**config.mk**
```make
export PLATFORM = sky130hd
export DESIGN_NAME = lc3b_fetch_stage_flat
export DESIGN_NICKNAME = d
export VERILOG_FILES = /design/src/rtl/lc3b_fetch_if.sv /design/src/rtl/lc3b_fetch_stage.sv /design/src/flat_wrapper.sv
export SDC_FILE = /design/constraint.sdc
export NUM_CORES = 1
export LEC_CHECK = 0
export BUFFER_PORTS_ARGS = -buffer_cell sky130_fd_sc_hd__buf_2
export CORE_UTILIZATION = 54
export CTS_CLUSTER_SIZE = 12
export DETAILED_ROUTE_END_ITERATION = 8
export GPL_ROUTABILITY_DRIVEN = 0
export PLACE_DENSITY = 0.84
export SLEW_MARGIN = 20
export SYNTH_ARGS = -nofsm -noshare
export SYNTH_HDL_FRONTEND = slang
export SYNTH_SLANG_ARGS = --single-unit
```
**constraint.sdc**
```tcl
create_clock -name clk -period 4.8 [get_ports clk]
set_clock_uncertainty 0.15 [all_clocks]
set_input_delay 0 -clock clk [delete_from_list [all_inputs] [get_ports clk]]
set_output_delay 0 -clock clk [all_outputs]
set_load 0.01 [all_outputs]
```
**src/rtl/lc3b_fetch_if.sv**
```systemverilog
// Bundle of the fetch stage's instruction-memory handshake, pipeline controls
// and IF/ID register data inputs.
interface lc3b_fetch_if #(
   parameter int width = 16
);
   logic             imem_read;
   logic [width-1:0] imem_address;
   logic             imem_resp;
   logic [width-1:0] imem_rdata;

   logic             stall;
   logic             redirect;
   logic [width-1:0] redirect_pc;

   logic             ifid_load;
   logic             ifid_flush;
   logic [width-1:0] ifid_pc;
   logic [width-1:0] ifid_pc_plus2;
   logic [width-1:0] ifid_ir;

   // The fetch stage drives requests and IF/ID inputs.
   modport master (
      output imem_read, imem_address,
      output ifid_load, ifid_flush, ifid_pc, ifid_pc_plus2, ifid_ir,
      input  imem_resp, imem_rdata,
      input  stall, redirect, redirect_pc
   );

   // Memory and pipeline control see the mirror image.
   modport slave (
      input  imem_read, imem_address,
      input  ifid_load, ifid_flush, ifid_pc, ifid_pc_plus2, ifid_ir,
      output imem_resp, imem_rdata,
      output stall, redirect, redirect_pc
   );
endinterface

```
**src/rtl/lc3b_fetch_stage.sv**
```systemverilog
// LC-3b instruction-fetch stage: owns the PC, handshakes with instruction memory,
// buffers one word under stall and cleanly abandons fetches on redirect.
module lc3b_fetch_stage #(
   parameter int               width    = 16,
   parameter logic [width-1:0] reset_pc = '0
) (
   input  logic         clk,
   input  logic         reset,
   lc3b_fetch_if.master bus
);

   typedef enum logic [1:0] {
      FETCH,
      HOLD,
      DISCARD
   } state_e;

   localparam logic [width-1:0] pc_step = width'(2);

   state_e           state_q, state_d;
   logic [width-1:0] pc_q, pc_d;
   logic [width-1:0] pending_q, pending_d;
   logic [width-1:0] buf_q, buf_d;
   logic [width-1:0] target_pc;

   // Instructions are halfword aligned, so the low bit of a target is ignored.
   assign target_pc = bus.redirect_pc & ~width'(1);

   // NOTE: sequential state is updated only with non-blocking assignments so every
   // register samples the pre-edge value of every other register.
   always_ff @(posedge clk) begin
      if (reset) begin
         state_q   <= FETCH;
         pc_q      <= reset_pc;
         pending_q <= '0;
         // NOTE: the one-word buffer is an ordinary register, so it is cleared with
         // the rest of the state rather than left as uninitialised storage.
         buf_q     <= '0;
      end else begin
         state_q   <= state_d;
         pc_q      <= pc_d;
         pending_q <= pending_d;
         buf_q     <= buf_d;
      end
   end

   always_comb begin
      // NOTE: every output of this block gets a default first, so no path through
      // the case statement can leave one unassigned and infer a latch.
      state_d          = state_q;
      pc_d             = pc_q;
      pending_d        = pending_q;
      buf_d            = buf_q;
      bus.imem_read    = 1'b0;
      bus.imem_address = pc_q;
      bus.ifid_load    = 1'b0;
      bus.ifid_ir      = bus.imem_rdata;
      bus.ifid_pc      = pc_q;

      unique case (state_q)
         FETCH: begin
            bus.imem_read = 1'b1;
            if (bus.imem_resp) begin
               if (bus.redirect) begin
                  pc_d = target_pc;
               end else if (bus.stall) begin
                  buf_d   = bus.imem_rdata;
                  state_d = HOLD;
               end else begin
                  bus.ifid_load = 1'b1;
                  pc_d          = pc_q + pc_step;
               end
            end else if (bus.redirect) begin
               // The read of pc_q is still outstanding; remember where to go next.
               pending_d = target_pc;
               state_d   = DISCARD;
            end
         end

         HOLD: begin
            bus.ifid_ir = buf_q;
            if (bus.redirect) begin
               pc_d    = target_pc;
               state_d = FETCH;
            end else if (!bus.stall) begin
               bus.ifid_load = 1'b1;
               pc_d          = pc_q + pc_step;
               state_d       = FETCH;
            end
         end

         DISCARD: begin
            // Address stays at the abandoned pc until memory answers.
            bus.imem_read = 1'b1;
            if (bus.redirect) begin
               pending_d = target_pc;
            end
            if (bus.imem_resp) begin
               pc_d    = bus.redirect ? target_pc : pending_q;
               state_d = FETCH;
            end
         end

         default: begin
            state_d = FETCH;
         end
      endcase
   end

   assign bus.ifid_flush    = bus.redirect;
   assign bus.ifid_pc_plus2 = bus.ifid_pc + pc_step;

endmodule
```
**src/flat_wrapper.sv**
```systemverilog
// flat-port wrapper written by rule: the top's interface ports become plain ports
module lc3b_fetch_stage_flat 
#(
   parameter int               width    = 16,
   parameter logic [width-1:0] reset_pc = '0
)
  (clk, reset, bus_imem_read, bus_imem_address, bus_ifid_load, bus_ifid_flush, bus_ifid_pc, bus_ifid_pc_plus2, bus_ifid_ir, bus_imem_resp, bus_imem_rdata, bus_stall, bus_redirect, bus_redirect_pc);
  lc3b_fetch_if #(.width(width)) bus_i ();
  input  logic clk;
  input  logic reset;
  output wire logic [$bits(bus_i.imem_read)-1:0] bus_imem_read;
  output wire logic [$bits(bus_i.imem_address)-1:0] bus_imem_address;
  output wire logic [$bits(bus_i.ifid_load)-1:0] bus_ifid_load;
  output wire logic [$bits(bus_i.ifid_flush)-1:0] bus_ifid_flush;
  output wire logic [$bits(bus_i.ifid_pc)-1:0] bus_ifid_pc;
  output wire logic [$bits(bus_i.ifid_pc_plus2)-1:0] bus_ifid_pc_plus2;
  output wire logic [$bits(bus_i.ifid_ir)-1:0] bus_ifid_ir;
  input wire logic [$bits(bus_i.imem_resp)-1:0] bus_imem_resp;
  input wire logic [$bits(bus_i.imem_rdata)-1:0] bus_imem_rdata;
  input wire logic [$bits(bus_i.stall)-1:0] bus_stall;
  input wire logic [$bits(bus_i.redirect)-1:0] bus_redirect;
  input wire logic [$bits(bus_i.redirect_pc)-1:0] bus_redirect_pc;
  assign bus_imem_read = bus_i.imem_read;
  assign bus_imem_address = bus_i.imem_address;
  assign bus_ifid_load = bus_i.ifid_load;
  assign bus_ifid_flush = bus_i.ifid_flush;
  assign bus_ifid_pc = bus_i.ifid_pc;
  assign bus_ifid_pc_plus2 = bus_i.ifid_pc_plus2;
  assign bus_ifid_ir = bus_i.ifid_ir;
  assign bus_i.imem_resp = bus_imem_resp;
  assign bus_i.imem_rdata = bus_imem_rdata;
  assign bus_i.stall = bus_stall;
  assign bus_i.redirect = bus_redirect;
  assign bus_i.redirect_pc = bus_redirect_pc;
  lc3b_fetch_stage #(.width(width), .reset_pc(reset_pc)) u_core (.clk(clk), .reset(reset), .bus(bus_i));
endmodule
```
### Yosys cells after proc, flatten, opt, wreduce, memory -nomap -nowiden

Index checks and enable logic that the tools add are counted.

| word-level totals | value |
|---|---|
| memories kept | 0 |
| RAM bits | 0 |
| bits of input ports | 37 |
| bits in read-only memories | 0 |
| latch bits | 0 |
| word-level logic and storage cells | 45 |
| flip-flop bits (word level) | 50 |

| operators by class | value |
|---|---|
| multipliers | 0 |
| equal/unequal tests | 9 |
| muxes and demuxes | 22 |
| add/subtract/negate cells | 1 |
| $lt $le $gt $ge | 0 |
| divide/modulo/power cells | 0 |
| bitwise logic cells | 1 |
| shift operators | 0 |
| reductions and logical operators | 8 |

Operators with widths:

| cell | count |
|---|---|
| 16-bit two-way mux | 7 |
| 16-bit case mux with 3 select lines | 1 |
| 16-bit case mux with 2 select lines | 1 |
| 16-bit by 2-bit adder with 16-bit output (second input constant) | 1 |
| 2-bit two-way mux | 7 |
| 3-bit != test (second input constant) | 4 |
| 2-bit != test (second input constant) | 3 |
| 2-bit case mux with 3 select lines | 1 |
| 5-bit AND reduction | 1 |
| 1-bit two-way mux | 4 |
| 4-bit AND reduction | 1 |
| 3-bit AND reduction | 1 |
| 3-bit nonzero test | 1 |
| 2-bit by 1-bit == test with 1-bit output (second input constant) | 1 |
| 2-bit == test (second input constant) | 1 |
| 2-bit logical NOT | 1 |
| 1-bit case mux with 2 select lines | 1 |
| 2-bit AND reduction | 1 |
| 2-bit nonzero test | 1 |
| 2-bit OR reduction | 1 |
| 1-bit inverter | 1 |

### Logic depth before layout (Yosys ltp)

Gate-level depths: netlist of the first run.

| logic depth | value |
|---|---|
| depth after elaboration | 5 |
| depth in mapped cells | 6 |
| depth with buffers taken out | 5 |

### Worst setup path before layout of the first run

OpenSTA, ideal clock, no wires.

| timing path | value |
|---|---|
| path type | register to register |
| start point | reg u_core.pc_q[1] (netlist: u_core.bus.ifid_pc[1]) |
| end point | reg u_core.pc_q[15] (netlist: u_core.bus.ifid_pc[15]) |
| slack | 2.852 ns |
| required time | 4.530 ns |
| period minus slack after synthesis | 1.948 ns |
| arrival | 1.678 ns |
| path buffers | 0 |
| stages on the path, launching flop included | 6 |
| cell sequence | dfxtp_1 ha_1 nand3_1 nor4_1 o2bb2ai_1 a211o_1 |

| on the way | value |
|---|---|
| word-level cells in the longest chain between the ends | 5 |

RTL lines:

| element | RTL line | RTL |
|---|---|---|
| from (decl) | lc3b_fetch_stage.sv:21 | `logic [width-1:0] pc_q, pc_d;` |
| from (signal assigned) | lc3b_fetch_stage.sv:34 | `pc_q <= reset_pc;` |
| from (signal assigned) | lc3b_fetch_stage.sv:41 | `pc_q <= pc_d;` |
| 16-bit by 2-bit adder with 16-bit output * | lc3b_fetch_stage.sv:71, lc3b_fetch_stage.sv:87 |  |
| 16-bit two-way mux * | lc3b_fetch_stage.sv:66, lc3b_fetch_stage.sv:85 |  |
| 16-bit two-way mux * | lc3b_fetch_stage.sv:64 | `if (bus.redirect) begin` |
| 16-bit two-way mux | lc3b_fetch_stage.sv:63 | `if (bus.imem_resp) begin` |
| 16-bit case mux with 3 select lines * | lc3b_fetch_stage.sv:60 | `unique case (state_q)` |

Mark *: on every way between the ends. The rest lies on a longest branch, timed or not. The select of a mux whose other input is x is not followed.
A chain may end at the register's enable or synchronous reset.

### Worst setup path after layout of the first run

| timing path | value |
|---|---|
| start point | reg u_core.pc_q[1] (netlist: u_core.bus.ifid_pc[1]) |
| end point | out bus_ifid_pc_plus2[15] |

| on the way | value |
|---|---|
| word-level cells in the longest chain between the ends | 1 |

RTL lines:

| element | RTL line | RTL |
|---|---|---|
| 16-bit by 2-bit adder with 16-bit output | lc3b_fetch_stage.sv:111 | `assign bus.ifid_pc_plus2 = bus.ifid_pc + pc_step;` |
| to (decl) | flat_wrapper.sv:16 | `output wire logic [$bits(bus_i.ifid_pc_plus2)-1:0] bus_ifid_pc_plus2;` |

Every way passes these cells.

==> metrics.yaml, run 1 <==
cts:
  clockBufferDepth: 2
  clock_latency_ns: 0.31
  cts_resized: 0
  cts.sinks: 50
  numCtsBuffers: 5
  cts-root-buf: "clkbuf_8"
  cts.reportedPaths.clkPinSlew_ns: 0.09
  htree_levels: 2
  cts_tree: "yes"
synthesis:
  syn-num-nets: 389
  ys_seq_area_frac: 0.344
  synthAdderAreaFrac: 0.00430
  synth-edff-count: 0
  yosys_warnings: 0
  synthSimpleGateAreaFrac: 0.240
  synth_compound_area_frac: 0.160
  async_flop_share: 0
  ys.flop_type: "dfxtp_1"
  synth_cell_types: 52
  syn_avg_cell_area_um2: 8.28
  ys_seq_elements: 50
  synth-xor-area-share: 0.0392
  synth_mux_area_frac: 0.118
  syn_inst: 351
  synth_top_family_by_area: "simple AND/OR/NAND/NOR gates"
  netlist_area_um2: 2910
setup_path:
  r2r_slack_ns: 2.38
  critPathCaptureType: "output pin"
  cp-start-kind: "flop"
  worst_ep_required_time_ns: 4.65
  crit_fanout: 9
  cp_cell_sequence: "ha_1 > nand3_1 > nor4_1 > xor2_1 > buf_2"
  worst_ep_arrival_time_ns: 2.34
  slowest_stage: "nor4_1"
  critPathKind: "reg2out"
  r2r_cells: 4
  critPathMaxStageDelay_ns: 0.67
global_route:
  overflow: 0
  grt_pass1_vias: 2697
  grt_pass1_wl_um: 12500
  grt_max_degree: 57
  antenna_found_initial: 0
  grt_usage: 0.290
timing:
  rsz0062_at_grt: "no"
  fmax_ghz: 0.402
  finalSetupViolations: 0
  fin_tns_setup_ns: 0
  holdWs_ns: 0.0571
  slew_violations: 0
  relSlewSlack: 0.256
  period_minus_slack_ns: 2.49
  tightestPinTransition_ns: 1.11
  post-route-period-util: 0.519
  finalHoldViolations: 0
  setup_ws_ns: 2.31
drt:
  drc: 0
  ant_nets: 0
  drt_iter0_drc: 368
  dr.pass1.iters: 5
  post_drt_wl_per_cell_um: 16.1
  vias: 3113
  wirelength_um: 8440
  vias_per_cell: 5.93
finish:
  layout_common_cells: "102 x buf_2, 50 x dfxtp_1, 49 x nand2_1"
  mostFrequentLayoutCell: "buf_2"
  fin_area_um2: 3700
  layout.cells.non_filler: 525
  nNetsFinal: 492
  diodes: 0
  area_delta_synth_final_pct: 27.3
  drive_gt1_frac: 0.295
place:
  dpl_cell_area_um2: 3270
  dp.cells: 484
  io_buffers: 102
  place_ws_ns: 2.42
  dp_hpwl_um: 5090
floorplanning:
  core_region_area_um2: 5140
  die_w_um: 75.4
  die_y_um: 75.4
  rows: 26
  dieArea_um2: 5680
  initial_core_util: 0.565
  io_pins: 104
power:
  powerDensity_nw_per_um2: 254
  ir_drop_v: 0.000181
  leakage_uw: 0.00160
outcome:
  status: "finished, final reports clean"
run:
  cap_violations: 0
min_path:
  hp-class: "in2reg"
  whs_path_depth: 3
==> state kept, by name (all words and copies together) (netlist names) <==
register            count
u_core.buf_q           16
u_core.bus.ifid_pc     16
u_core.pending_q       16
u_core.state_q          2
==> through the flow <==
stage | total power [uW] | util
after CTS | 933 | 0.720
after floorplan | 593 | -
after global routing | 977 | 0.720
final | 939 | 0.720
after detailed placement | 652 | 0.636
after global placement | 646 | 0.636
==> cells in the mapped netlist, drive strengths merged (2+ instances only) <==
cell type	number	area, um^2
a211oi	2	15.0
a21oi	22	110
a2bb2oi	2	17.5
a31oi	8	50.1
a32oi	2	17.5
and2	6	37.5
and3	5	31.3
and4	3	26.3
buf	33	216
clkbuf	7	26.3
dfxtp	50	1000
inv	8	30.0
mux2	17	191
mux2i	15	150
nand2	49	184
nand2b	6	37.5
nand3	12	60.1
nand4	9	56.3
nand4b	2	17.5
nor2	31	121
nor2b	4	25.0
nor3	4	31.3
nor3b	2	15.0
nor4	4	25.0
o211ai	3	22.5
o21a	2	15.0
o21ai	5	25.0
o311a	2	20.0
o311ai	3	26.3
o32ai	4	35.0
or3	3	18.8
xnor2	10	87.6
xor2	3	26.3
==> layer usage <==
layer / up-vias / routed length, um / GRT usage
met4: 0 / 305 / 0.148
met1: 1423 / 3250 / 0.372
met2: 206 / 4100 / 0.468
met5: - / 0 / 0
li1: 1442 / - / -
met3: 42 / 788 / 0.0556
==> final cells by class <==
cell class / count / area, um^2
Clock buffer: 6 / 82.6
Clock inverter: 2 / 16.3
Fill cell: 417 / 1440
Inverter: 9 / 33.8
Multi-Input combinational cell: 252 / 1630
Sequential cell: 50 / 1000
Tap cell: 70 / 87.6
Timing Repair Buffer: 136 / 848
==> critical path: cells and delay by family, from the launching register on <==
family | cells | cell delay (ns)
xor+xnor | 1 | 0.18
fa+ha+maj | 1 | 0.31
buf+inv | 1 | 0.14
flops | 1 | 0.51
simple gates | 2 | 0.90
==> repair_timing <==
item | CTS | global route
hold endpoints to repair | 40 | 0
setup buffers | 0 | 0
hold buffers | 33 | 0
==> kinds of logic (layout without fill, tap and decap cells) <==
family / Yosys count / count (layout)
multiplexers: 32 / 32
buffers and inverters: 49 / 153
AO/OA/AOI/OAI: 65 / 65
XOR/XNOR: 13 / 13
flip-flops: 50 / 50
adder cells (fa/ha/maj): 1 / 1
AND/OR/NAND/NOR: 141 / 141
==> path summary, 6_finish.rpt <==
check                                           from                                 end
setup / recovery  u_core.bus.ifid_pc[1]$_SDFFE_PP0P_               bus_ifid_pc_plus2[15]
hold / removal                          bus_redirect  u_core.bus.ifid_pc[1]$_SDFFE_PP0P_
setup reg to reg      u_core.state_q[0]$_SDFFE_PP0P_  u_core.bus.ifid_pc[3]$_SDFFE_PP0P_
hold reg to reg         u_core.buf_q[9]$_SDFFE_PP0P_        u_core.buf_q[9]$_SDFFE_PP0P_
==> where the power goes <==
| part | leakage [uW] | internal (uW) | switching, uW |
|---|---|---|---|
| clock network | 0.0000478 | 119 | 149 |
| logic | 0.00115 | 97.2 | 114 |
| registers | 0.000408 | 435 | 25.1 |
Power figures use the tool's default switching activity.
==> run 2: changes to the inputs <==
CORE_UTILIZATION = 45   (was 54)
PLACE_DENSITY = 0.74   (was 0.84)
clock period = 2.24 ns   (was 4.8 ns; I/O delays follow)
==> run 2 against run 1 <==
Via count fell by 1.9%. First-iteration DRC count decreased by 36%. Largest cell class unchanged. Register-to-register slack got worse by 2.1 ns. Non-clock buffer count grew 14. Critical endpoint is now bus_ifid_load. Combinational power is 120% higher. Clock-buffer cell count shrank 1. Final area up 4.1%. Power is 130% higher.
==> metrics.yaml, run 2 (synthesis results as in run 1) <==
min_path:
  hp-class: "in2reg"
floorplanning:
  core_region_area_um2: 6060
  initial_core_util: 0.480
  rows: 28
  die_y_um: 82.4
  dieArea_um2: 6780
  die_w_um: 82.4
  io_pins: 104
global_route:
  grt_usage: 0.250
  antenna_found_initial: 0
  grt_max_degree: 38
  grt_pass1_vias: 2703
  overflow: 0
  grt_pass1_wl_um: 12800
finish:
  layout_common_cells: "102 x buf_2, 49 x nand2_1, 49 x dfxtp_1"
  area_delta_synth_final_pct: 32.5
  layout.area.seq_um2: 1000
  drive_gt1_frac: 0.316
  multiInputGateArea_um2: 1640
  mostFrequentLayoutCell: "buf_2"
  nNetsFinal: 506
  postLayoutCoreUtil: 0.636
  nFillCells: 527
  diodes: 0
setup_path:
  critPathKind: "reg2out"
  worst_ep_required_time_ns: 2.09
  critPathCaptureType: "output pin"
  cp-start-kind: "flop"
  worst_ep_arrival_time_ns: 1.95
  cp_num_buf_inv: 2
  cp_cell_sequence: "nor2_1 > a221o_1 > buf_4 > nor2_1 > buf_2"
  slowest_stage: "dfxtp_1"
  path_common_cell: "nor2_1"
  crit_fanout: 9
  path_delay_family: "flip-flops"
  critPathMaxStageDelay_ns: 0.54
cts:
  cts.sinks: 50
  clockBufferDepth: 2
  numCtsBuffers: 5
  cts.reportedPaths.clkPinSlew_ns: 0.09
  post_cts_buffers: 0
  cts-root-buf: "clkbuf_8"
  htree_levels: 2
  clock_latency_ns: 0.32
  cts_tree: "yes"
drt:
  dr.pass1.iters: 5
  post_drt_wl_per_cell_um: 15.0
  ant_nets: 0
  drc: 0
  vias_per_cell: 5.61
  vias: 3054
  drt_iter0_drc: 234
  wirelength_um: 8180
timing:
  tightestPinTransition_ns: 0.637
  period_minus_slack_ns: 2.10
  fmax_ghz: 0.475
  post-route-period-util: 0.939
  relSlewSlack: 0.574
  finalHoldViolations: 0
  rsz0062_at_grt: "no"
  slew_violations: 0
  fin_tns_setup_ns: 0
  finalSetupViolations: 0
run:
  cap_violations: 0
outcome:
  status: "finished, final reports clean"
power:
  ir_drop_v: 0.000321
  leakage_uw: 0.00168
  powerDensity_nw_per_um2: 549
place:
  dp_hpwl_um: 5430
  io_buffers: 102
[run 2: repair_timing]
action	CTS	global route
endpoints found under the setup margin	0	1
hold endpoints to repair	44	0
gates resized for setup	0	3
hold buffers	35	0
[run 2: report_power, final]
group / total [uW] / switching [uW] / internal, uW
logic: 473 / 247 / 226
registers: 981 / 48.3 / 933
clock network: 661 / 328 / 333
[run 2: worst paths after layout]
check	start	to	slack (ns)	depth (start not counted)
worst max-delay path	u_core.state_q[0]$_SDFFE_PP0P_	bus_ifid_load	0.14	5
worst min-delay path	bus_imem_resp	u_core.state_q[1]$_SDFFE_PP0P_	0.30	3
worst max register to register	u_core.state_q[0]$_SDFFE_PP0P_	u_core.bus.ifid_pc[9]$_SDFFE_PP0P_	0.29	5
worst min register to register	u_core.buf_q[14]$_SDFFE_PP0P_	u_core.buf_q[14]$_SDFFE_PP0P_	0.31	2
[run 2: worst reg2reg max path: stages (launching register included)]
cell and delay (ns):
dfxtp_1 0.42, nor2_1 0.35, a221o_1 0.36, buf_4 0.25, a21oi_1 0.06, o32ai_1 0.27
[run 2: through the flow]
step           instances  area (um^2)  setup WS [ns]  power (uW)  hold WS, ns
4_1_cts              544         3840         0.0481        2120        0.300
3_3_place_gp         501         3380          0.328        1410       0.0646
3_5_place_dp         501         3380          0.270        1420       0.0707
6_report             544         3850          0.137        2110        0.296
2_1_floorplan        351         2910          0.292        1270      -0.0713
5_1_grt              544         3850       0.000859        2210        0.317
[run 2: cell type report]
type / count / share of cell area
Multi-Input combinational cell: 252 / 0.425
Sequential cell: 50 / 0.260
Timing Repair Buffer: 150 / 0.252
Tap cell: 75 / 0.0244
Clock buffer: 5 / 0.0179
Clock inverter: 3 / 0.0117
Inverter: 9 / 0.00877
[run 2: per-layer routing]
layer / up-vias / share of wire / global-route usage
met1: 1428 / 0.44 / 0.329
met4: 0 / 0.020 / 0.0965
li1: 1465 / - / -
met5: - / 0 / 0
met2: 143 / 0.48 / 0.410
met3: 18 / 0.068 / 0.0407
==> run 3: changes to the inputs <==
ABC_AREA = 1   (was not set)
==> run 3 against run 2 <==
Clock power shrank 14%. Register-to-register slack worse by 0.09 ns. Final area increased by 1.1%. Die area is 0.97% higher. Critical path depth is 2 higher. Critical path type is now reg2reg. Sequential share of layout area down 0.29 points. Largest power group unchanged.
==> metrics.yaml, run 3 <==
outcome:
  status: "finished, final reports clean"
setup_path:
  r2r_slack_ns: 0.20
  worst_ep_arrival_time_ns: 2.13
  critPathKind: "reg2reg"
  critPathCaptureType: "flop"
  worst_ep_required_time_ns: 2.33
  crit_fanout: 17
  cp-start-kind: "flop"
synthesis:
  synth_common_cells: "149 x nand2_1, 57 x nor2_1, 50 x dfxtp_1"
  netlist_area_um2: 2940
  synth-edff-count: 0
  synth_top_area_frac: 0.341
  ys.flop_type: "dfxtp_1"
  synth_area_leader_cell: "dfxtp_1"
  yosys_warnings: 0
  syn_inst: 448
  synth_area_leaders: "dfxtp_1 34%, nand2_1 19%, nor2_1 7.3%, buf_4 5.1%, o21ai_0 4.6%"
  ys_seq_area_frac: 0.341
  ys_seq_elements: 50
  syn_avg_cell_area_um2: 6.55
  syn-num-nets: 486
  yosysMostFrequentCell: "nand2_1"
  synth_cell_types: 32
  async_flop_share: 0
global_route:
  antenna_found_initial: 0
  overflow: 0
  grt_pass1_wl_um: 12700
  top_usage_layer: "met2"
  grt_usage: 0.242
  use_met1: 0.323
  grt_pass1_vias: 2781
  met2_usage: 0.402
  grt_max_degree: 33
  use_met3: 0.0297
cts:
  clock_latency_ns: 0.31
  cts-root-buf: "clkbuf_8"
  cts.sinks: 50
  numCtsBuffers: 5
  cts.reportedPaths.clkPinSlew_ns: 0.10
  clockBufferDepth: 2
  cts_tree: "yes"
  htree_levels: 2
  post_cts_buffers: 0
timing:
  period_minus_slack_ns: 2.04
  finalHoldViolations: 0
  slew_violations: 0
  holdWs_ns: 0.0422
  rsz0062_at_grt: "no"
  tightestPinTransition_ns: 0.617
  finalSetupViolations: 0
  post-route-period-util: 0.910
  fin_tns_setup_ns: 0
  setup_ws_ns: 0.201
  fmax_ghz: 0.490
  relSlewSlack: 0.588
drt:
  ant_nets: 0
  post_drt_wl_per_cell_um: 12.2
  wirelength_um: 7930
  dr.pass1.iters: 5
  drc: 0
  vias: 3257
  vias_per_cell: 5.00
  drt_iter0_drc: 211
place:
  dp_hpwl_um: 5280
  dp.cells: 593
  place_ws_ns: 0.440
  dpl_cell_area_um2: 3300
  io_buffers: 102
finish:
  drive_gt1_frac: 0.254
  diodes: 0
  fin_area_um2: 3900
  layout_common_cells: "149 x nand2_1, 102 x buf_2, 57 x nor2_1"
  area_delta_synth_final_pct: 32.7
  layout.cells.non_filler: 651
  nNetsFinal: 611
  mostFrequentLayoutCell: "nand2_1"
floorplanning:
  io_pins: 104
  dieArea_um2: 6850
  die_y_um: 82.8
  initial_core_util: 0.465
  rows: 29
  core_region_area_um2: 6310
  die_w_um: 82.8
run:
  cap_violations: 0
power:
  leakage_uw: 0.00198
  powerDensity_nw_per_um2: 553
  ir_drop_v: 0.000284
min_path:
  hp-class: "in2reg"
## run 3: cell types whose count changed in the layout (fill, tap and decap cells not counted), moves of 8 or more
cell	before	now
nand3_1	12	23
inv_1	7	22
xnor2_1	10	2
buf_4	12	3
mux2i_1	15	0
dlygate4sd3_1	35	50
nand2_1	49	149
mux2_2	17	0
nor2_1	29	57
o21ai_0	5	27
a21oi_2	0	8
## run 3: logic make-up after synthesis
group / Yosys count / share of synthesized area
adder cells (fa/ha/maj): 1 / 0.00426
buffers and inverters: 66 / 0.129
AO/OA/AOI/OAI: 63 / 0.121
AND/OR/NAND/NOR: 263 / 0.390
flip-flops: 50 / 0.341
XOR/XNOR: 5 / 0.0149
## run 3: final cells by class
cell class / instances / area [um^2]
clock buffer: 6 / 82.6
clock inverter: 2 / 12.5
fill: 579 / 2420
inverter: 29 / 114
multi-input combinational: 332 / 1560
sequential: 50 / 1000
tap: 77 / 96.3
timing repair buffer: 155 / 1030
## run 3: metal layers
layer / up-vias / routed length (um)
li1: 1654 / -
met1: 1486 / 3720
met2: 105 / 3740
met4: 0 / 128
met5: - / 0
met3: 12 / 343
## run 3: through the flow
stage / utilization / power, uW
3_3_place_gp: 0.523 / 1520
5_1_grt: 0.617 / 2290
2_1_floorplan: - / 1390
6_report: 0.617 / 2150
3_5_place_dp: 0.523 / 1530
4_1_cts: 0.617 / 2150
## run 3: worst max-delay path, cell delays in order (launching register included)
cell and delay (ns):
dfxtp_2 0.47, nor2_2 0.08, nand2_2 0.11, nand2_2 0.08
inv_2 0.24, nand3_1 0.10, dlygate4sd3_1 0.58, a21oi_1 0.15
## run 3: worst paths after layout
path | from | cells after the start | endpoint
setup / recovery | u_core.state_q[1]$_SDFFE_PP0P_ | 7 | u_core.pending_q[14]$_SDFFE_PP0P_
setup reg to reg | u_core.state_q[1]$_SDFFE_PP0P_ | 7 | u_core.pending_q[14]$_SDFFE_PP0P_
hold / removal | bus_redirect | 5 | u_core.bus.ifid_pc[3]$_SDFFE_PP0P_
hold reg to reg | u_core.pending_q[0]$_SDFFE_PP0P_ | 2 | u_core.pending_q[0]$_SDFFE_PP0P_
## run 3: power by group
| part | leakage, uW | switching (uW) | internal [uW] |
|---|---|---|---|
| clock network | 0.0000472 | 319 | 249 |
| registers | 0.000411 | 60.6 | 950 |
| logic | 0.00152 | 326 | 249 |
## run 3: timing repair
item / in CTS / in global routing
endpoints found under the hold margin: 50 / 0
hold buffers: 50 / 0
endpoints found under the setup margin: 0 / 12
gates resized for setup: 0 / 1
